$ cat config.mk
export PLATFORM = sky130hd
export DESIGN_NAME = acondicionador_entradas
export DESIGN_NICKNAME = d
export VERILOG_FILES = /design/src/rtl/acondicionador_entradas_pkg.sv /design/src/rtl/acondicionador_entradas_antirrebote_canal.sv /design/src/rtl/acondicionador_entradas.sv
export SDC_FILE = /design/constraint.sdc
export NUM_CORES = 1
export LEC_CHECK = 0
export ABC_AREA = 1
export CAP_MARGIN = 15
export CORE_MARGIN = 4
export CORE_UTILIZATION = 47
export CTS_CLUSTER_DIAMETER = 80
export DETAILED_ROUTE_END_ITERATION = 10
export PLACE_DENSITY = 0.73
export REMOVE_ABC_BUFFERS = 1
export SLEW_MARGIN = 20
export SYNTH_ARGS = -nofsm -noshare
export SYNTH_HDL_FRONTEND = slang
export SYNTH_SLANG_ARGS = --single-unit
$ cat constraint.sdc
create_clock -name clk -period 1.2 [get_ports clk]
set_input_delay 0.12 -clock clk [delete_from_list [all_inputs] [get_ports clk]]
set_output_delay 0.12 -clock clk [all_outputs]
set_load 0.01 [all_outputs]
$ cat src/rtl/acondicionador_entradas_pkg.sv
// Shared definitions for the input-conditioning stage: per-channel
// debounce state encodings, default debounce length and a level decoder.
package acondicionador_entradas_pkg;

  localparam logic [1:0] ST_LO   = 2'b00;
  localparam logic [1:0] WAIT_HI = 2'b01;
  localparam logic [1:0] ST_HI   = 2'b10;
  localparam logic [1:0] WAIT_LO = 2'b11;

  localparam int N_DEB_DEF = 16;

  // The encoding puts the Moore output level in bit 1 (ST_HI, WAIT_LO).
  function automatic logic nivel_de(input logic [1:0] st);
    return st[1];
  endfunction

endpackage

$ cat src/rtl/acondicionador_entradas_antirrebote_canal.sv
// One debounce channel: 2-flop synchroniser followed by a 4-state FSM
// with a hold counter. The output level and change strobe are registered
// together with the state.
module antirrebote_canal
  import acondicionador_entradas_pkg::*;
#(
  parameter int N_DEB = N_DEB_DEF
) (
  input  logic       clk,
  input  logic       rst,
  input  logic       raw,
  output logic       level,
  output logic       chg,
  output logic [1:0] state
);

  localparam int W_CNT = $clog2(N_DEB + 1);
  localparam logic [W_CNT-1:0] CNT_UNO = W_CNT'(1);
  localparam logic [W_CNT-1:0] CNT_FIN = W_CNT'(N_DEB - 1);

  logic             s1_q, s1_d;
  logic             s2_q, s2_d;
  logic [1:0]       st_q, st_d;
  logic [W_CNT-1:0] cnt_q, cnt_d;
  logic             level_q, level_d;
  logic             chg_q, chg_d;

  // Next-state logic: synchroniser shift, debounce FSM and hold counter.
  always_comb begin
    s1_d  = raw;
    s2_d  = s1_q;
    st_d  = st_q;
    cnt_d = cnt_q;
    chg_d = 1'b0;
    case (st_q)
      ST_LO: begin
        if (s2_q) begin
          st_d  = WAIT_HI;
          cnt_d = CNT_UNO;
        end
      end
      WAIT_HI: begin
        if (!s2_q) begin
          st_d  = ST_LO;
          cnt_d = '0;
        end else if (cnt_q == CNT_FIN) begin
          st_d  = ST_HI;
          cnt_d = '0;
          chg_d = 1'b1;
        end else begin
          cnt_d = cnt_q + CNT_UNO;
        end
      end
      ST_HI: begin
        if (!s2_q) begin
          st_d  = WAIT_LO;
          cnt_d = CNT_UNO;
        end
      end
      WAIT_LO: begin
        if (s2_q) begin
          st_d  = ST_HI;
          cnt_d = '0;
        end else if (cnt_q == CNT_FIN) begin
          st_d  = ST_LO;
          cnt_d = '0;
          chg_d = 1'b1;
        end else begin
          cnt_d = cnt_q + CNT_UNO;
        end
      end
      default: begin
        st_d  = ST_LO;
        cnt_d = '0;
      end
    endcase
    // Level follows the next state so it updates on the same edge.
    level_d = nivel_de(st_d);
  end

  // State registers; reset aborts any pending transition silently.
  always_ff @(posedge clk) begin
    if (rst) begin
      s1_q    <= 1'b0;
      s2_q    <= 1'b0;
      st_q    <= ST_LO;
      cnt_q   <= '0;
      level_q <= 1'b0;
      chg_q   <= 1'b0;
    end else begin
      s1_q    <= s1_d;
      s2_q    <= s2_d;
      st_q    <= st_d;
      cnt_q   <= cnt_d;
      level_q <= level_d;
      chg_q   <= chg_d;
    end
  end

  assign level = level_q;
  assign chg   = chg_q;
  assign state = st_q;

endmodule

$ cat src/rtl/acondicionador_entradas.sv
// Input conditioning for the A/B pattern FSM: two independent debounce
// channels and a combined debug state bus.
module acondicionador_entradas
  import acondicionador_entradas_pkg::*;
#(
  parameter int N_DEB = N_DEB_DEF
) (
  input  logic       clk,
  input  logic       rst,
  input  logic       a_raw,
  input  logic       b_raw,
  output logic       A,
  output logic       B,
  output logic       a_chg,
  output logic       b_chg,
  output logic [3:0] estado_depurado
);

  logic [1:0] st_a, st_b;

  antirrebote_canal #(.N_DEB(N_DEB)) u_canal_a (
    .clk   (clk),
    .rst   (rst),
    .raw   (a_raw),
    .level (A),
    .chg   (a_chg),
    .state (st_a)
  );

  antirrebote_canal #(.N_DEB(N_DEB)) u_canal_b (
    .clk   (clk),
    .rst   (rst),
    .raw   (b_raw),
    .level (B),
    .chg   (b_chg),
    .state (st_b)
  );

  assign estado_depurado = {st_b, st_a};

endmodule

Yosys cells after proc, flatten, opt, wreduce, memory -nomap -nowiden
Index checks and enable logic that the tools add are counted.
{ "totals": {"register_bits": 20, "latchBits": 0, "mem_bits_rw": 0, "rom_bits": 0, "out_inout_bits": 8, "n_memories": 0} }
{ "classes": {"n_addsub": 2, "n_mul": 0, "div": 0, "order_cmp": 0, "eq_ne": 16, "n_shift": 0, "n_mux": 34, "n_bitwise": 0, "reduce_logical": 6} }
{ "op_table": {"columns": ["op", "n"], "rows": [
  ["2-to-1 mux 5 bit", 10],
  ["case mux 5 bit (4 select lines)", 2],
  ["2-to-1 mux 2 bit", 12],
  ["case mux 2 bit (4 select lines)", 2],
  ["adder 5 x 1 -> 5 bit (second input constant)", 2],
  ["== test 5 x 4 -> 1 bit (second input constant)", 2],
  ["== test 2 bit (second input constant)", 4],
  ["AND reduction 4 bit", 2],
  ["2-to-1 mux 1 bit", 6],
  ["!= test 3 x 1 -> 1 bit (second input constant)", 2],
  ["!= test 3 bit (second input constant)", 2],
  ["== test 2 x 1 -> 1 bit (second input constant)", 2],
  ["zero test 2 bit", 2],
  ["!= test 2 x 1 -> 1 bit (second input constant)", 2],
  ["!= test 2 bit (second input constant)", 2],
  ["case mux 1 bit (2 select lines)", 2],
  ["AND reduction 2 bit", 2]
]} }

Logic depth before layout (Yosys ltp)
Gate-level depths: netlist of run 1.
{ "logic_depth": {"ltp_word": 4, "mapped_depth": 8} }

Hierarchy
Synthesis of run 1 repeated with hierarchy kept, for this count alone.
{ "hier_totals": {"hier_cells": 114, "area_unflattened_um2": 920.9} }
{ "by_module_without_submodules": {"columns": ["mod", "n_inst", "cells_per_inst", "area_per_inst_um2"], "rows": [
  ["antirrebote_canal", 2, 57, 460.4]
]} }

Least setup slack after synthesis of run 1
No wires, ideal clock.
{ "synth_timing": {"kind": "register -> register", "from": "register u_canal_b.cnt_q[0]", "to": "register (tool-made name)", "setup_time_ns": 0.110, "arrival_ns": 1.033, "t_required_ns": 1.090, "setup_slack_ns": 0.057, "path_stages_with_launch": 9, "path_buffers": 0, "period_less_slack_ns": 1.143, "path_cell_list": "dfxtp_1 -> ha_1 -> nand3_2 -> nor2_4 -> inv_1 -> nand2_1 -> nand3_1 -> inv_1 -> nor2_1"} }
{ "synth_rtl": {"columns": ["element", "line", "rtl"], "rows": [
  ["from (decl)", "acondicionador_entradas_antirrebote_canal.sv:24", "logic [W_CNT-1:0] cnt_q, cnt_d;"],
  ["from (signal assigned)", "acondicionador_entradas_antirrebote_canal.sv:94", "cnt_q <= cnt_d;"]
]} }

==> results of run 1 <==
==> sequential cells by signal, indices dropped and copies added (netlist names), named ones only <==
signal and count:
u_canal_b.cnt_q 5, u_canal_b.s2_q 1, u_canal_a.s2_q 1, u_canal_b.chg 1, u_canal_b.s1_q 1, u_canal_b.state 1, u_canal_a.cnt_q 5, u_canal_a.chg 1
u_canal_a.state 1, u_canal_a.s1_q 1
==> cell type report <==
| cell class | count | area, um2 | share of cell area (%) |
|---|---|---|---|
| multi-input combinational | 83 | 459 | 40.1 |
| sequential | 20 | 409 | 35.7 |
| timing repair buffer | 17 | 145 | 12.7 |
| inverter | 17 | 63.8 | 5.57 |
| clock buffer | 4 | 36.3 | 3.17 |
| tap | 25 | 31.3 | 2.73 |
==> placed cells by master (no fill, tap or decap), drive strengths merged <==
cell type,n
nand4,1
nor3,1
buf,6
o21ai,4
xnor2,1
o21bai,2
nor2,21
nand2,33
nand3,7
dfxtp,20
dlygate4sd2,8
nor4,1
a21oi,7
a21boi,1
ha,2
clkdlybuf4s50,3
a211oi,2
clkbuf,4
inv,17
==> metal layers <==
| layer | wire length [um] | GRT usage (%) |
|---|---|---|
| met5 | 0 | 0 |
| met4 | 36 | 7.86 |
| met3 | 69 | 2.58 |
| met2 | 849 | 24.6 |
| met1 | 832 | 18.9 |
==> worst min-delay path, delay by kind of cell <==
kind          cells  cell delay [ps]
simple gates      1               30
buf+inv           2              440
==> path summary, 6_finish.rpt <==
check / start / to / slack [ps] / cells past startpoint
setup reg to reg: u_canal_b.cnt_q[0] / flop / 80 / 8
hold reg to reg: u_canal_a.s1_q / u_canal_a.s2_q / 420 / 2
hold / removal: b_raw / u_canal_b.s1_q / 310 / 3
setup / recovery: u_canal_b.cnt_q[0] / flop / 80 / 8
==> per-stage QoR <==
step	hold WS [ps]	TNS [ps]	setup WS, ps	std cells
final	312	0	77.2	166
after global routing	315	-13.0	-13.0	166
after CTS	313	0	22.7	166
after detailed placement	409	-18.9	-18.9	161
after global placement	397	0	31.2	161
after floorplan	189	0	57.2	120
==> cell families after synthesis <==
group	Yosys count	synth area share [%]
AND/OR/NAND/NOR	64	32.5
buffers and inverters	20	9.15
flip-flops	20	44.4
AO/OA/AOI/OAI	16	10.3
adder cells (fa/ha/maj)	2	2.77
XOR/XNOR	1	0.971
==> power breakdown <==
group	switching (mW)	internal (mW)	leakage [nW]	total [mW]
Combinational	0.0809	0.0610	0.320	0.142
Clock	0.219	0.185	0.0210	0.404
Sequential	0.0166	0.687	0.166	0.703
Total	0.316	0.933	0.507	1.25
==> repair_timing <==
item	in CTS	in global routing
endpoints found under the setup margin	12	6
hold buffers	0	0
hold endpoints to repair	0	0
buffers inserted	1	0
gates resized for setup	14	8
pin swaps	1	2
==> results.py, run 1 <==
metrics = {
    "clock_tree": {
        "worst_skew_pair.late_latency_ps": 300,
        "htree_levels": 1,
        "cts_tree": "built",
        "cts-root-to-sink-buffers": 2,
        "clock_sink_count": 20,
        "cts.root.buffer_cell": "sky130_fd_sc_hd__clkbuf_4",
        "worst_setup_hold_path_clk_slew_ps": 120,
        "cts-buffers-inserted": 3,
    },
    "power_and_ir_drop": {
        "report.power.total_mw": 1.25,
        "powerDensity_mw_per_mm2": 1090,
        "cellLeakagePower_nw": 0.507,
        "power.ir.vdd_worst_mv": 0.697,
    },
    "synthesis": {
        "yosysMostFrequentCell": "sky130_fd_sc_hd__nand2_1",
        "synth_cell_types": 21,
        "yosys-top-cells-count": "31 x sky130_fd_sc_hd__nand2_1, 20 x sky130_fd_sc_hd__dfxtp_1, 17 x sky130_fd_sc_hd__inv_1, 16 x sky130_fd_sc_hd__nor2_1, 7 x sky130_fd_sc_hd__a21oi_1",
        "yosys_most_used_dff": "sky130_fd_sc_hd__dfxtp_1",
        "yosys_register_bits": 20,
        "synth_area_leader_cell": "sky130_fd_sc_hd__dfxtp_1",
        "yosysWarnings": 0,
        "synth_top_cell_area_share_pct": 44.4,
        "synth_enable_flop_cells": 0,
        "synth_sequential_area_ratio_pct": 44.4,
        "synthesis.instances": 123,
        "synth-async-reset-ratio_pct": 0,
        "netlist_top_cells_area": "sky130_fd_sc_hd__dfxtp_1 44%, sky130_fd_sc_hd__nand2_1 13%, sky130_fd_sc_hd__inv_1 7.1%, sky130_fd_sc_hd__nor2_1 6.7%, sky130_fd_sc_hd__a21oi_1 3.9%",
        "avgSynthCellArea_um2": 7.33,
        "synthesis.area_um2": 902,
    },
    "placement": {
        "port_buffers": 11,
        "gpl.final_weighted_congestion": 0.815,
        "dp.final_hpwl_um": 1260,
        "dpl-instance-area_mm2": 0.00106,
    },
    "final_layout": {
        "utilization_pct": 64.9,
        "area_delta_synth_final_pct": 26.9,
        "antenna-diode-count": 0,
        "post-route-cell-area_mm2": 0.00114,
        "drive_gt1_share_pct": 20.6,
        "num-fill-cells": 172,
        "number_of_nets_in_the_layout": 148,
    },
    "run_status": {
        "run_status": "complete, no violations",
    },
    "setup_path": {
        "worstSetupStartpointType": "flop",
        "critPathSlowestCell": "sky130_fd_sc_hd__dfxtp_2",
        "crit_path_max_delay_family": "simple AND/OR/NAND/NOR gates",
        "worst_ep_required_time_ps": 1420,
        "criticalPathCategory": "reg -> reg",
        "number_of_buffer_and_inverter_instances_along_the_worst_setup_path": 2,
        "critical-path-max-stage-delay_ps": 370,
        "worst_setup_path_end_kind": "flop",
        "worst-endpoint-arrival_ps": 1340,
        "path_max_fanout": 5,
        "path_cells": "ha_4, nand3_4, nor2_4, inv_2, nand2_1, nand3_1, inv_1, nor2_1",
    },
    "global_route": {
        "antenna_violations_before_repair": 0,
        "globalRouteOverflowTotal": 0,
        "grt_pass1_wl_um": 2990,
        "grt_start_max_net_pins": 13,
        "first_global_vias": 732,
        "globalRouteTotalUtil_pct": 15.1,
    },
    "job": {
        "max-cap-violations": 0,
    },
    "floorplan": {
        "floorplan.initialDensity_pct": 51.1,
        "fp.dieArea_mm2": 0.00268,
        "core_area_mm2": 0.00176,
        "io-pin-count": 12,
        "dieWidth_um": 51.8,
        "height_of_the_die_um": 51.8,
        "std_cell_rows": 15,
    },
    "timing": {
        "clock_period_minus_final_worst_setup_slack_ps": 1120,
        "grt_setup_unrepaired": "true",
        "worst_slew_margin_rel_pct": 80.2,
        "clock-skew-final_ps": 1.05,
        "drv_slew": 0,
        "hold_viol_final": 0,
        "setup_viol_count_final": 0,
        "final.period_utilization_pct": 93.6,
        "fmaxAchievable_mhz": 891,
        "tightest_pin_transition_ps": 296,
    },
    "detailed_routing": {
        "routed_wirelength_um": 1790,
        "via_count": 824,
        "routed_via_density": 4.96,
        "route.detailed.wl_per_inst_um": 10.8,
        "drt-pass1-iter-count": 4,
        "drc_errors": 0,
        "drtAntennaViolNets": 0,
        "drt_first_iter_violations": 12,
    },
    "min_path": {
        "hp-class": "in -> reg",
    },
}
No activity file was read; power rests on OpenSTA's default activity.
==> inputs of run 2 (changes only) <==
--- a/config.mk
+++ b/config.mk
@@ -8,10 +8,11 @@
 export ABC_AREA = 1
 export CAP_MARGIN = 15
 export CORE_MARGIN = 4
-export CORE_UTILIZATION = 47
+export CORE_UTILIZATION = 50
+export CTS_BUF_LIST = sky130_fd_sc_hd__clkbuf_8
 export CTS_CLUSTER_DIAMETER = 80
 export DETAILED_ROUTE_END_ITERATION = 10
-export PLACE_DENSITY = 0.73
+export PLACE_DENSITY = 0.76
 export REMOVE_ABC_BUFFERS = 1
 export SLEW_MARGIN = 20
 export SYNTH_ARGS = -nofsm -noshare
==> results.py, run 2 (synthesis gave the netlist of run 1 again) <==
metrics = {
    "run_status": {
        "run_status": "complete, no violations",
    },
    "timing": {
        "final.period_utilization_pct": 95.4,
        "clock-skew-final_ps": 11.4,
        "setup_viol_count_final": 0,
        "setup_total_negative_slack_ps": 0,
        "fmaxAchievable_mhz": 873,
        "clock_period_minus_final_worst_setup_slack_ps": 1140,
        "drv_slew": 0,
        "finalWorstSetupSlack_ps": 55.1,
        "hold_viol_final": 0,
        "worst_slew_margin_rel_pct": 80.1,
        "tightest_pin_transition_ps": 296,
        "hold-worst-slack_ps": 381,
    },
    "floorplan": {
        "height_of_the_die_um": 50.5,
        "io-pin-count": 12,
        "core_area_mm2": 0.00173,
        "dieWidth_um": 50.5,
        "fp.dieArea_mm2": 0.00255,
        "floorplan.initialDensity_pct": 52.2,
        "std_cell_rows": 15,
    },
    "setup_path": {
        "worst_setup_path_end_kind": "flop",
        "worst_r2r_path_depth": 7,
        "cpMostUsedCell": "sky130_fd_sc_hd__nand2_1",
        "path_cells": "ha_4, nand3_4, nor2_4, o21bai_1, nand2_1, nand2_1, nor2_1",
        "crit_path_max_delay_family": "simple AND/OR/NAND/NOR gates",
        "number_of_buffer_and_inverter_instances_along_the_worst_setup_path": 0,
        "worst_ep_required_time_ps": 1410,
        "critical-path-max-stage-delay_ps": 380,
        "worst-path-stages": 7,
        "worst-endpoint-arrival_ps": 1350,
        "criticalPathCategory": "reg -> reg",
        "path_max_fanout": 4,
        "critPathSlowestCell": "sky130_fd_sc_hd__dfxtp_2",
        "worstSetupStartpointType": "flop",
    },
    "final_layout": {
        "drive_gt1_share_pct": 20.4,
        "number_of_nets_in_the_layout": 149,
        "largest_registers": "u_canal_a.cnt_q: 5 flops, u_canal_b.cnt_q: 5 flops",
        "final-instance-count-excl-fill": 167,
        "antenna-diode-count": 0,
        "layout.cells.most_common_list": "31 x sky130_fd_sc_hd__nand2_1, 16 x sky130_fd_sc_hd__inv_1, 15 x sky130_fd_sc_hd__nor2_1, 15 x sky130_fd_sc_hd__dfxtp_1, 8 x sky130_fd_sc_hd__dlygate4sd2_1",
        "layout.cells.most_common": "sky130_fd_sc_hd__nand2_1",
        "area_delta_synth_final_pct": 32.2,
    },
    "clock_tree": {
        "worst_setup_hold_path_clk_slew_ps": 80,
        "htree_levels": 1,
        "cts-root-to-sink-buffers": 2,
        "cts-buffers-inserted": 3,
        "clock_sink_count": 20,
        "cts.root.buffer_cell": "sky130_fd_sc_hd__clkbuf_8",
        "worst_skew_pair.late_latency_ps": 260,
        "cts_tree": "built",
    },
    "job": {
        "max-cap-violations": 0,
    },
    "power_and_ir_drop": {
        "power.ir.vdd_worst_mv": 1.03,
        "clockPowerShare_pct": 44.2,
        "powerDensity_mw_per_mm2": 1270,
        "sw_frac_of_total_pct": 21.3,
        "comb_power_share_pct": 9.2,
        "report.power.total_mw": 1.51,
        "power_report.internal_total_mw": 1.19,
        "p_switching_mw": 0.323,
        "cellLeakagePower_nw": 0.525,
        "seq_power_share_pct": 46.5,
    },
    "global_route": {
        "globalRouteTotalUtil_pct": 15.6,
        "first_global_vias": 794,
        "grt_pass1_wl_um": 3050,
        "globalRouteOverflowTotal": 0,
        "grt_start_max_net_pins": 13,
        "antenna_violations_before_repair": 0,
    },
    "detailed_routing": {
        "drt_first_iter_violations": 10,
        "drc_errors": 0,
        "via_count": 849,
        "route.detailed.wl_per_inst_um": 11.1,
        "routed_via_density": 5.08,
        "routed_wirelength_um": 1860,
        "drtAntennaViolNets": 0,
        "drt-pass1-iter-count": 4,
    },
    "placement": {
        "dp.cells": 162,
        "port_buffers": 11,
        "gpl.final_weighted_congestion": 0.858,
        "dp.final_hpwl_um": 1320,
        "post-place-ws_ps": -2.64,
    },
    "min_path": {
        "hp-class": "in -> reg",
        "min_path_cells": 3,
    },
}
-- run 2: changes by cell type in the layout (fill, tap and decap cells not counted) --
cell	previous run	this run
sky130_fd_sc_hd__clkbuf_4	3	0
sky130_fd_sc_hd__bufinv_16	0	1
sky130_fd_sc_hd__nor2_4	2	3
sky130_fd_sc_hd__dfxtp_1	13	15
sky130_fd_sc_hd__clkbuf_8	1	3
sky130_fd_sc_hd__nor2_1	16	15
sky130_fd_sc_hd__buf_4	6	7
sky130_fd_sc_hd__dfxtp_2	7	5
-- run 2: stage by stage --
step / utilization (%) / instance area (um2)
2_1_floorplan: - / 883
3_3_place_gp: 62.0 / 1070
3_5_place_dp: 62.0 / 1070
4_1_cts: 65.7 / 1130
5_1_grt: 69.1 / 1190
6_report: 69.1 / 1190
-- run 2: layout make-up --
class,count,area (um2)
fillers,160,534
multi-input cells,83,467
flip-flops and latches,20,407
repair buffers,18,153
inverters,17,63.8
clock buffers,3,41.3
well taps,25,31.3
clock inverters,1,30.0
-- run 2: power by group through the flow --
| stage | Clock, mW | Combinational, mW | Sequential (mW) |
|---|---|---|---|
| 6_report | 0.670 | 0.140 | 0.705 |
| 5_1_grt | 0.714 | 0.161 | 0.708 |
| 3_3_place_gp | 0 | 0.139 | 0.714 |
| 2_1_floorplan | 0 | 0.0673 | 0.721 |
| 4_1_cts | 0.685 | 0.134 | 0.701 |
| 3_5_place_dp | 0 | 0.141 | 0.716 |
-- run 2: what timing repair did --
item	in CTS	in global routing
resized for setup	10	12
pin swaps	0	3
hold buffers	0	0
buffers inserted	0	1
endpoints found under the setup margin	10	8
-- run 2: final timing paths --
path / from / to / slack [ps]
worst max-delay path: u_canal_a.cnt_q[0] / flop / 60
worst min-delay path: a_raw / u_canal_a.s1_q / 380
worst max register to register: u_canal_a.cnt_q[0] / flop / 60
worst min register to register: u_canal_b.s1_q / u_canal_b.s2_q / 400
-- run 2: layer usage --
metal / GRT usage, % / wire [um]
met5: 0 / 0
met4: 4.04 / 11
met3: 5.34 / 95
met2: 27.8 / 938
met1: 17.7 / 816
-- run 2: worst reg2reg max path: stages (launching register included) --
cell and delay, ps:
sky130_fd_sc_hd__dfxtp_2 380, sky130_fd_sc_hd__ha_4 170, sky130_fd_sc_hd__nand3_4 90, sky130_fd_sc_hd__nor2_4 160, sky130_fd_sc_hd__o21bai_1 100, sky130_fd_sc_hd__nand2_1 60
sky130_fd_sc_hd__nand2_1 50, sky130_fd_sc_hd__nor2_1 80
==> inputs of run 3 (changes only) <==
--- a/config.mk
+++ b/config.mk
@@ -12,7 +12,7 @@
 export CTS_BUF_LIST = sky130_fd_sc_hd__clkbuf_8
 export CTS_CLUSTER_DIAMETER = 80
 export DETAILED_ROUTE_END_ITERATION = 10
-export PLACE_DENSITY = 0.76
+export PLACE_DENSITY_LB_ADDON = 0.08
 export REMOVE_ABC_BUFFERS = 1
 export SLEW_MARGIN = 20
 export SYNTH_ARGS = -nofsm -noshare
==> results.py, run 3 (synthesis gave the netlist of run 1 again) <==
metrics = {
    "clock_tree": {
        "worst_setup_hold_path_clk_slew_ps": 70,
        "cts.root.buffer_cell": "sky130_fd_sc_hd__clkbuf_8",
        "cts-buffers-inserted": 3,
        "clock_sink_count": 20,
        "htree_levels": 1,
        "worst_skew_pair.late_latency_ps": 250,
        "post_cts_hold_buffer_count": 0,
        "cts-root-to-sink-buffers": 2,
        "cts_tree": "built",
    },
    "timing": {
        "worst_slew_margin_rel_pct": 81.1,
        "tightest_pin_transition_ps": 283,
        "clock-skew-final_ps": 2.55,
        "hold_viol_final": 0,
        "final.period_utilization_pct": 95.8,
        "setup_viol_count_final": 0,
        "finalWorstSetupSlack_ps": 50.8,
        "drv_slew": 0,
        "clock_period_minus_final_worst_setup_slack_ps": 1150,
        "grt_setup_unrepaired": "true",
        "fmaxAchievable_mhz": 870,
    },
    "floorplan": {
        "dieWidth_um": 50.5,
        "floorplan.initialDensity_pct": 52.2,
        "fp.dieArea_mm2": 0.00255,
        "std_cell_rows": 15,
        "core_area_mm2": 0.00173,
        "io-pin-count": 12,
        "height_of_the_die_um": 50.5,
    },
    "placement": {
        "dp.final_hpwl_um": 1250,
        "dp.cells": 161,
        "port_buffers": 11,
        "gpl.final_weighted_congestion": 0.833,
        "post-place-ws_ps": 21.8,
    },
    "global_route": {
        "first_global_vias": 647,
        "grt_pass1_wl_um": 2760,
        "globalRouteOverflowTotal": 0,
        "antenna_violations_before_repair": 0,
        "globalRouteTotalUtil_pct": 14.3,
        "grt_start_max_net_pins": 13,
    },
    "final_layout": {
        "drive_gt1_share_pct": 22.7,
        "number_of_nets_in_the_layout": 149,
        "antenna-diode-count": 0,
        "utilization_pct": 69.3,
        "largest_registers": "u_canal_a.cnt_q: 5 flops, u_canal_b.cnt_q: 5 flops",
        "area_delta_synth_final_pct": 32.6,
        "layout.cells.most_common_list": "31 x sky130_fd_sc_hd__nand2_1, 15 x sky130_fd_sc_hd__inv_1, 15 x sky130_fd_sc_hd__nor2_1, 13 x sky130_fd_sc_hd__dfxtp_1, 8 x sky130_fd_sc_hd__dlygate4sd2_1",
        "layout.cells.most_common": "sky130_fd_sc_hd__nand2_1",
        "final-instance-count-excl-fill": 166,
    },
    "setup_path": {
        "worst_setup_path_end_kind": "flop",
        "worst_ep_required_time_ps": 1390,
        "path_max_fanout": 4,
        "crit_path_max_delay_family": "simple AND/OR/NAND/NOR gates",
        "number_of_buffer_and_inverter_instances_along_the_worst_setup_path": 0,
        "criticalPathCategory": "reg -> reg",
        "critPathSlowestCell": "sky130_fd_sc_hd__dfxtp_4",
        "critical-path-max-stage-delay_ps": 360,
        "path_cells": "ha_4, nand3_4, nor2_4, nor2_1, nand2_1, a21oi_1",
        "worst-endpoint-arrival_ps": 1340,
        "worstSetupStartpointType": "flop",
    },
    "detailed_routing": {
        "drt_first_iter_violations": 10,
        "drtAntennaViolNets": 0,
        "via_count": 816,
        "drc_errors": 0,
        "drt-pass1-iter-count": 4,
        "routed_via_density": 4.92,
        "route.detailed.wl_per_inst_um": 10.7,
        "routed_wirelength_um": 1770,
    },
    "power_and_ir_drop": {
        "powerDensity_mw_per_mm2": 1070,
        "cellLeakagePower_nw": 0.520,
        "power.ir.vdd_worst_mv": 0.804,
        "report.power.total_mw": 1.28,
    },
    "job": {
        "max-cap-violations": 0,
    },
    "run_status": {
        "run_status": "complete, no violations",
    },
    "min_path": {
        "hp-class": "in -> reg",
    },
}
[run 3: changes by cell type in the layout (fill, tap and decap cells not counted), sizes merged]
cell and delta:
bufinv -1
[run 3: metrics by stage]
| step | TNS, ps | instance area (um2) | hold WS, ps |
|---|---|---|---|
| floorplan | 0 | 883 | 189 |
| global placement | 0 | 1070 | 399 |
| detailed placement | 0 | 1070 | 401 |
| CTS | 0 | 1110 | 371 |
| global route | -129 | 1200 | 384 |
| finish | 0 | 1200 | 373 |
[run 3: routing by layer]
| layer | GRT usage, % | vias up | wire, um |
|---|---|---|---|
| met5 | 0 | - | 0 |
| met4 | 8.07 | 0 | 51 |
| met3 | 2.67 | 6 | 83 |
| met2 | 20.0 | 22 | 784 |
| met1 | 20.3 | 363 | 851 |
| li1 | - | 425 | - |
[run 3: worst min-delay path, delay by kind of cell]
family	cells	cell delay, ps
and+or+nand+nor	1	30
buffers and inverters	2	440
[run 3: cell type report]
type | count | area [um2]
well taps | 25 | 31.3
flip-flops and latches | 20 | 412
multi-input cells | 83 | 483
clock buffers | 3 | 41.3
fillers | 157 | 531
repair buffers | 18 | 165
inverters | 17 | 63.8
[run 3: repair_timing]
item,4_1_cts,5_1_grt
setup buffers,0,2
pin swaps,0,6
endpoints found under the setup margin,8,10
hold endpoints to repair,0,0
resized for setup,10,18
[run 3: path summary, 6_finish.rpt]
path | endpoint | start | depth (start not counted) | slack [ps]
worst max-delay path | u_canal_a.cnt_q[3] | u_canal_a.cnt_q[0] | 6 | 50
worst max register to register | u_canal_a.cnt_q[3] | u_canal_a.cnt_q[0] | 6 | 50
worst min-delay path | u_canal_b.s1_q | b_raw | 3 | 370
worst min register to register | u_canal_b.s2_q | u_canal_b.s1_q | 2 | 410
[run 3: report_power, final]
part	total [mW]	switching (mW)	internal, mW
clock network	0.428	0.205	0.223
registers	0.707	0.0206	0.686
logic	0.147	0.0817	0.0651
